<file path="src/rtl/vga_pkg.sv">
// Shared types and constants for the VGA scan controller: horizontal FSM states,
// default 640x480@60 timing and the colour-bar palette ({b,g,r} byte order).
package vga_pkg;

    typedef enum logic [1:0] {
        ST_H_ACT   = 2'd0,
        ST_H_FRONT = 2'd1,
        ST_H_SYNC  = 2'd2,
        ST_H_BACK  = 2'd3
    } h_state_t;

    localparam int unsigned DEF_H_ACTIVE = 640;
    localparam int unsigned DEF_H_FP     = 16;
    localparam int unsigned DEF_H_SYNC   = 96;
    localparam int unsigned DEF_H_BP     = 48;
    localparam int unsigned DEF_V_ACTIVE = 480;
    localparam int unsigned DEF_V_FP     = 10;
    localparam int unsigned DEF_V_SYNC   = 2;
    localparam int unsigned DEF_V_BP     = 33;

    localparam logic [23:0] BAR_WHITE   = 24'hFF_FF_FF;
    localparam logic [23:0] BAR_YELLOW  = 24'h00_FF_FF;
    localparam logic [23:0] BAR_CYAN    = 24'hFF_FF_00;
    localparam logic [23:0] BAR_GREEN   = 24'h00_FF_00;
    localparam logic [23:0] BAR_MAGENTA = 24'hFF_00_FF;
    localparam logic [23:0] BAR_RED     = 24'h00_00_FF;
    localparam logic [23:0] BAR_BLUE    = 24'hFF_00_00;
    localparam logic [23:0] BAR_BLACK   = 24'h00_00_00;

    function automatic logic [23:0] bar_colour(input logic [2:0] idx);
        logic [23:0] c;
        c = BAR_BLACK;
        unique case (idx)
            3'd0: c = BAR_WHITE;
            3'd1: c = BAR_YELLOW;
            3'd2: c = BAR_CYAN;
            3'd3: c = BAR_GREEN;
            3'd4: c = BAR_MAGENTA;
            3'd5: c = BAR_RED;
            3'd6: c = BAR_BLUE;
            3'd7: c = BAR_BLACK;
            default: c = BAR_BLACK;
        endcase
        return c;
    endfunction

endpackage

</file>
<file path="src/rtl/vga_delay_line.sv">
// Fixed-depth register pipe with asynchronous active-low reset to zero.
// DEPTH of 0 degenerates to a wire.
module vga_delay_line #(
    parameter int unsigned DEPTH = 1,
    parameter int unsigned WIDTH = 1
) (
    input  logic             i_clk,
    input  logic             i_rst_n,
    input  logic [WIDTH-1:0] i_d,
    output logic [WIDTH-1:0] o_q
);

    generate
        if (DEPTH == 0) begin : g_wire
            assign o_q = i_d;
        end else begin : g_pipe
            logic [WIDTH-1:0] r_pipe [DEPTH];

            always_ff @(posedge i_clk or negedge i_rst_n) begin
                if (!i_rst_n) begin
                    for (int unsigned i = 0; i < DEPTH; i++) begin
                        r_pipe[i] <= '0;
                    end
                end else begin
                    r_pipe[0] <= i_d;
                    for (int unsigned i = 1; i < DEPTH; i++) begin
                        r_pipe[i] <= r_pipe[i-1];
                    end
                end
            end

            assign o_q = r_pipe[DEPTH-1];
        end
    endgenerate

endmodule

</file>
<file path="src/rtl/vga_scan_controller.sv">
// VGA raster scan controller: timing FSM, pixel addressing, sync/blank alignment.
// Optional VGA_TESTPAT_EN adds iTESTPAT and an eight-bar colour test pattern.
module vga_scan_controller
    import vga_pkg::*;
#(
    parameter int unsigned H_ACTIVE = DEF_H_ACTIVE,
    parameter int unsigned H_FP     = DEF_H_FP,
    parameter int unsigned H_SYNC   = DEF_H_SYNC,
    parameter int unsigned H_BP     = DEF_H_BP,
    parameter int unsigned V_ACTIVE = DEF_V_ACTIVE,
    parameter int unsigned V_FP     = DEF_V_FP,
    parameter int unsigned V_SYNC   = DEF_V_SYNC,
    parameter int unsigned V_BP     = DEF_V_BP,
    parameter bit          HS_POL   = 1'b0,
    parameter bit          VS_POL   = 1'b0,
    parameter int unsigned PIPE_LAT = 2,
    parameter int unsigned ADDR_W   = 19
) (
    input  logic              iVGA_CLK,
    input  logic              iRST_n,
    input  logic              iEN,
`ifdef VGA_TESTPAT_EN
    input  logic              iTESTPAT,
`endif
    input  logic [23:0]       iPIX_BGR,
    output logic [ADDR_W-1:0] oADDR,
    output logic [11:0]       oX,
    output logic [11:0]       oY,
    output logic              oFRAME_START,
    output logic              oLINE_START,
    output logic              oHS,
    output logic              oVS,
    output logic              oBLANK_n,
    output logic [7:0]        b_data,
    output logic [7:0]        g_data,
    output logic [7:0]        r_data
);

    localparam logic [11:0] L_HA_LAST  = 12'(H_ACTIVE - 1);
    localparam logic [11:0] L_HF_LAST  = 12'(H_FP - 1);
    localparam logic [11:0] L_HS_LAST  = 12'(H_SYNC - 1);
    localparam logic [11:0] L_HB_LAST  = 12'(H_BP - 1);
    localparam logic [11:0] L_V_ACT    = 12'(V_ACTIVE);
    localparam logic [11:0] L_VS_START = 12'(V_ACTIVE + V_FP);
    localparam logic [11:0] L_VS_END   = 12'(V_ACTIVE + V_FP + V_SYNC);
    localparam logic [11:0] L_V_LAST   = 12'(V_ACTIVE + V_FP + V_SYNC + V_BP - 1);

    h_state_t          r_state, w_nstate;
    logic [11:0]       r_seg, w_nseg, r_v, w_nv, w_seg_last;
    logic              r_run, w_nrun, w_nact;
    logic              w_raw_act, w_raw_hs, w_raw_vs;
    logic [ADDR_W-1:0] r_addr;
    logic [11:0]       r_x, r_y;
    logic              r_fs, r_ls;
    logic [2:0]        w_dly;
    logic              r_hs_q, r_vs_q, r_blank_q;
    logic [23:0]       r_bgr, w_src;

    // r_run is the first-pixel flag: the first enabled edge only arms it, so the
    // held (0,0) position becomes the first displayed pixel on the following cycle.
    always_ff @(posedge iVGA_CLK or negedge iRST_n) begin
        if (!iRST_n) begin
            r_state <= ST_H_ACT;
            r_seg   <= '0;
            r_v     <= '0;
            r_run   <= 1'b0;
        end else begin
            r_state <= w_nstate;
            r_seg   <= w_nseg;
            r_v     <= w_nv;
            r_run   <= w_nrun;
        end
    end

    always_comb begin
        w_nstate   = r_state;
        w_nseg     = r_seg;
        w_nv       = r_v;
        w_nrun     = 1'b1;
        w_seg_last = L_HA_LAST;
        unique case (r_state)
            ST_H_ACT:   w_seg_last = L_HA_LAST;
            ST_H_FRONT: w_seg_last = L_HF_LAST;
            ST_H_SYNC:  w_seg_last = L_HS_LAST;
            ST_H_BACK:  w_seg_last = L_HB_LAST;
            default:    w_seg_last = L_HA_LAST;
        endcase
        if (!iEN) begin
            w_nstate = ST_H_ACT;
            w_nseg   = '0;
            w_nv     = '0;
            w_nrun   = 1'b0;
        end else if (r_run) begin
            if (r_seg == w_seg_last) begin
                w_nseg = '0;
                unique case (r_state)
                    ST_H_ACT:   w_nstate = ST_H_FRONT;
                    ST_H_FRONT: w_nstate = ST_H_SYNC;
                    ST_H_SYNC:  w_nstate = ST_H_BACK;
                    ST_H_BACK: begin
                        w_nstate = ST_H_ACT;
                        w_nv     = (r_v == L_V_LAST) ? '0 : r_v + 12'd1;
                    end
                    default:    w_nstate = ST_H_ACT;
                endcase
            end else begin
                w_nseg = r_seg + 12'd1;
            end
        end
    end

    always_comb begin
        w_raw_act = iEN && r_run && (r_state == ST_H_ACT) && (r_v < L_V_ACT);
        w_raw_hs  = iEN && r_run && (r_state == ST_H_SYNC);
        w_raw_vs  = iEN && r_run && (r_v >= L_VS_START) && (r_v < L_VS_END);
        w_nact    = w_nrun && (w_nstate == ST_H_ACT) && (w_nv < L_V_ACT);
    end

    // Position outputs are loaded from the next-state values so they line up
    // with the raw signals decoded from the current state.
    always_ff @(posedge iVGA_CLK or negedge iRST_n) begin
        if (!iRST_n) begin
            r_addr <= '0;
            r_x    <= '0;
            r_y    <= '0;
            r_fs   <= 1'b0;
            r_ls   <= 1'b0;
        end else begin
            r_fs <= w_nact && (w_nseg == '0) && (w_nv == '0);
            r_ls <= w_nact && (w_nseg == '0);
            if (w_nact) begin
                r_x    <= w_nseg;
                r_y    <= w_nv;
                r_addr <= ((w_nseg == '0) && (w_nv == '0)) ? '0 : r_addr + 1'b1;
            end
        end
    end

    vga_delay_line #(
        .DEPTH(PIPE_LAT),
        .WIDTH(3)
    ) u_sync_dly (
        .i_clk  (iVGA_CLK),
        .i_rst_n(iRST_n),
        .i_d    ({w_raw_hs, w_raw_vs, w_raw_act}),
        .o_q    (w_dly)
    );

`ifdef VGA_TESTPAT_EN
    logic [14:0] w_bar_prod;
    logic [2:0]  w_bar_idx, w_bar_dly;

    assign w_bar_prod = {r_x, 3'b000};
    assign w_bar_idx  = 3'(w_bar_prod / 15'(H_ACTIVE));

    vga_delay_line #(
        .DEPTH(PIPE_LAT),
        .WIDTH(3)
    ) u_bar_dly (
        .i_clk  (iVGA_CLK),
        .i_rst_n(iRST_n),
        .i_d    (w_bar_idx),
        .o_q    (w_bar_dly)
    );

    assign w_src = iTESTPAT ? bar_colour(w_bar_dly) : iPIX_BGR;
`else
    assign w_src = iPIX_BGR;
`endif

    // Final stage: the delay line supplies PIPE_LAT cycles, this register the +1,
    // so colour and blank leave together and colour is gated by its own blank.
    always_ff @(posedge iVGA_CLK or negedge iRST_n) begin
        if (!iRST_n) begin
            r_hs_q    <= 1'b0;
            r_vs_q    <= 1'b0;
            r_blank_q <= 1'b0;
            r_bgr     <= '0;
        end else begin
            r_hs_q    <= w_dly[2];
            r_vs_q    <= w_dly[1];
            r_blank_q <= w_dly[0];
            r_bgr     <= w_dly[0] ? w_src : '0;
        end
    end

    assign oADDR        = r_addr;
    assign oX           = r_x;
    assign oY           = r_y;
    assign oFRAME_START = r_fs;
    assign oLINE_START  = r_ls;
    assign oHS          = r_hs_q ^ ~HS_POL;
    assign oVS          = r_vs_q ^ ~VS_POL;
    assign oBLANK_n     = r_blank_q;
    assign b_data       = r_bgr[23:16];
    assign g_data       = r_bgr[15:8];
    assign r_data       = r_bgr[7:0];

endmodule

</file>
<file path="config.mk">
export PLATFORM = sky130hd
export DESIGN_NAME = vga_scan_controller
export DESIGN_NICKNAME = d
export VERILOG_FILES = /design/src/rtl/vga_pkg.sv /design/src/rtl/vga_delay_line.sv /design/src/rtl/vga_scan_controller.sv
export SDC_FILE = /design/constraint.sdc
export NUM_CORES = 1
export LEC_CHECK = 0
export ABC_AREA = 1
export BUFFER_PORTS_ARGS = -buffer_cell sky130_fd_sc_hd__buf_4
export CAP_MARGIN = 20
export CORE_UTILIZATION = 41
export DETAILED_ROUTE_END_ITERATION = 8
export GPL_TIMING_DRIVEN = 0
export SYNTH_ARGS = -nofsm -noshare
export SYNTH_HDL_FRONTEND = slang
export SYNTH_HIERARCHICAL = 1
export SYNTH_SLANG_ARGS = --single-unit
</file>
<file path="constraint.sdc">
create_clock -name iVGA_CLK -period 4.8 [get_ports iVGA_CLK]
set_input_delay 0.24 -clock iVGA_CLK [delete_from_list [all_inputs] [get_ports iVGA_CLK]]
set_output_delay 0.24 -clock iVGA_CLK [all_outputs]
set_load 0.03 [all_outputs]
</file>
==> flow_summary.toml <==
[timing]
rsz0062_at_grt = "false"
slew_violations = 0
timing.hold.ws_ns = 0.0571
worstMarginPinSlew_ns = 0.592
hold_violations = 0
fin_crit_ns = 2.96
slew_headroom_pct = 60.5
skew_ns = 0.00845
fmax_mhz = 337
fin_crit_sh_pct = 61.7
tns_ns = 0
setup_violations = 0

[cells_and_area]
multi_input_area_um2 = 2210
stdcell_count = 988
drive_above_1_share_pct = 19.5
ff_latch_area_um2 = 2630
area_growth_pct = 24.2
fill_cells = 1257
n_antenna_cell = 0
nets = 846

[synthesis]
synthDistinctLibCells = 29
yosys_warnings = 6
synth-compound-area-share_pct = 2.43
synthSimpleGateAreaFrac_pct = 33.1
netlist_area_um2 = 5360
muxShareOfSynthArea_pct = 0
synth_nets = 735
synth_area_per_cell_um2 = 7.66
synth_top_family_by_area = "simple AND/OR/NAND/NOR gates"
ys_ff_latch = 105
synth_cells = 700
synth_xor_area_share_pct = 3.76
synthAdderAreaFrac_pct = 1.87
seq_area_frac_synth_pct = 49.0

[worst_setup_path]
r2r_slack_ns = 1.84
startpoint = "r_state[0]$_DFF_PN0_"
worst-setup-path-type = "flip-flop to flip-flop"
cp_slowest_cell = "dfrtp_1"
worstPathMaxFanout = 10
crit_family = "simple AND/OR/NAND/NOR gates"
arrival_ns = 3.21
end_kind = "flip-flop"
ff2ff_path_depth = 17
path_buf_inv = 4
critPathMaxStageDelay_ns = 0.48
r2r-start = "r_state[0]$_DFF_PN0_"
crit_top_cell = "nand2_1"
cp.required_ns = 5.05
cp_cell_sequence = "inv_2 -> ha_1 -> inv_1 -> nand2_1 -> nand2_1 -> nand2_1 -> nor2_2 -> nand3_2 -> nand2_2 -> inv_2 -> nand2_1 -> nand3_1 -> nor2_2 -> nand3_2 -> buf_2 -> nand2_1 -> nand2_1"
reg2reg_to = "oADDR[15]$_DFFE_PN0P_"
start_kind = "flip-flop"

[power]
powerDensity_nw_per_um2 = 289
leakagePower_uw = 0.00379
ir_worst_vdd_v = 0.000195
total_power_uw = 1920

[detailed_routing]
remaining_drc_errors = 0
drt_iter0_markers = 275
avgRoutedWirePerCell_um = 13.5
via_per_inst = 4.78
vias = 4722
dr.pass1.iters = 5
drt_wl_total_um = 13300
ant_nets = 0

[cts]
numCtsBuffers = 9
clock_sinks = 105
cts_tree = "yes"
post-cts-setup-buffers = 0
root_buffer = "clkbuf_16"
clk_pin_slew_worst_paths_ns = 0.07
clk_path_buf_depth = 2
htreeDepth = 3
clk_latency_ns = 0.35

[global_route]
grt_pass1_vias = 4400
grt_use_total_pct = 20.8
grt_start_max_net_pins = 73
antenna_found_initial = 0
grt_first_pass_wirelength_um = 21600
gr-total-overflow = 0

[floorplanning]
die_area_um2 = 13500
core.rowCount = 41
core_um2 = 12700
pin_count = 99
die_w_um = 116
die-height_um = 116
start_util_pct = 42.3

[placed_design]
hpwl_um = 10100
placed_cells = 971
port_buffers = 98
gp_congestion = 0.925

[worst_hold_path]
min_from = "iEN"
hold_end = "r_run$_DFF_PN0_"
hold_depth = 1
hp-class = "input port to flip-flop"

[status]
status = "finished, final reports clean"

[flow_run]
maxCapViolations = 0
## metrics by stage
stage	setup WS [ns]	area [um^2]	utilization, %
final	1.84	6660	52.6
after CTS	1.81	6660	52.6
after global placement	1.88	6310	49.8
after detailed placement	1.81	6340	50.0
after global routing	1.60	6660	52.6
after floorplan	2.39	5360	-
## placed cells by master, fill, tap and decap left out, types with 8 or more instances in the layout
| cell | netlist | layout |
|---|---|---|
| dfrtp_1 | 105 | 105 |
| o21ai_1 | 12 | 12 |
| xor2_1 | 17 | 17 |
| nand3_1 | 65 | 65 |
| clkbuf_16 | 0 | 9 |
| inv_1 | 89 | 89 |
| inv_2 | 10 | 10 |
| nand2_1 | 232 | 232 |
| nor2_1 | 72 | 72 |
| o21ai_0 | 10 | 10 |
| nor3_1 | 12 | 12 |
| ha_1 | 8 | 8 |
| buf_4 | 6 | 104 |
| nand4_1 | 14 | 14 |
## synth_stat cells
| library cell | n | area (um^2) |
|---|---|---|
| a21oi_1 | 4 | 20.0 |
| buf_1 | 1 | 3.75 |
| buf_2 | 6 | 30.0 |
| buf_4 | 6 | 45.0 |
| buf_6 | 5 | 56.3 |
| clkbuf_1 | 2 | 7.51 |
| clkbuf_2 | 1 | 5.00 |
| clkinv_1 | 1 | 3.75 |
| clkinv_2 | 1 | 5.00 |
| dfrtp_1 | 105 | 2630 |
| ha_1 | 8 | 100 |
| inv_1 | 89 | 334 |
| inv_2 | 10 | 37.5 |
| nand2_1 | 232 | 871 |
| nand2_2 | 4 | 25.0 |
| nand3_1 | 65 | 325 |
| nand3_2 | 4 | 40.0 |
| nand3b_1 | 1 | 7.51 |
| nand4_1 | 14 | 87.6 |
| nor2_1 | 72 | 270 |
| nor2_2 | 5 | 31.3 |
| nor2_4 | 2 | 22.5 |
| nor3_1 | 12 | 60.1 |
| nor3_2 | 1 | 10.0 |
| nor4_1 | 4 | 25.0 |
| o21ai_0 | 10 | 50.1 |
| o21ai_1 | 12 | 60.1 |
| xnor2_1 | 6 | 52.6 |
| xor2_1 | 17 | 149 |
## cell type report
class / count / share of cell area (%)
inverter: 101 / 5.71
timing repair buffer: 100 / 11.6
sequential: 105 / 39.5
clock inverter: 6 / 1.18
tap: 172 / 3.23
clock buffer: 10 / 3.44
multi-input combinational: 473 / 33.1
buffer: 21 / 2.22
## metal layers
| metal | up-vias | track usage, % | share of wire (%) |
|---|---|---|---|
| met5 | - | 0 | 0 |
| met2 | 149 | 32.9 | 45 |
| met3 | 19 | 4.05 | 5.8 |
| met1 | 2169 | 28.3 | 47 |
| li1 | 2385 | - | - |
| met4 | 0 | 7.69 | 1.9 |
## registers in the layout, indices dropped and copies added (netlist names)
name                      count
oADDR                        19
r_vs_q                        1
oX                           12
oBLANK_n                      1
oFRAME_START                  1
r_seg                        12
r_hs_q                        1
oLINE_START                   1
r_bgr                        24
r_state                       2
r_v                          12
oY                           12
u_sync_dly/g_pipe.r_pipe      3
u_sync_dly/o_q                3
r_run                         1
## how the worst max path moves through the flow
stage	depth (start not counted)	slack, ns	to
2_1_floorplan	21	2.39	oY[8]$_DFFE_PN0P_
3_3_place_gp	17	1.88	oADDR[8]$_DFFE_PN0P_
3_5_place_dp	17	1.81	oADDR[15]$_DFFE_PN0P_
4_1_cts	17	1.81	oADDR[17]$_DFFE_PN0P_
5_1_grt	17	1.60	oADDR[15]$_DFFE_PN0P_
6_report	17	1.84	oADDR[15]$_DFFE_PN0P_
## cells by family after synthesis
family / count (synthesis)
flops: 105
xor+xnor: 23
fa+ha+maj: 8
buf+inv: 122
compound gates: 26
simple gates: 416
## what timing repair did
| item | 4_1_cts | 5_1_grt |
|---|---|---|
| resized for setup | 0 | 0 |
| hold buffers | 1 | 0 |
| endpoints found under the hold margin | 33 | 0 |
## report_power, final
part | leakage, uW | switching (uW) | internal [uW] | total (uW)
Combinational | 0.00220 | 145 | 77.7 | 223
Sequential | 0.00144 | 22.4 | 910 | 932
Clock | 0.000152 | 351 | 418 | 769
(Power assumes the default switching activity.)
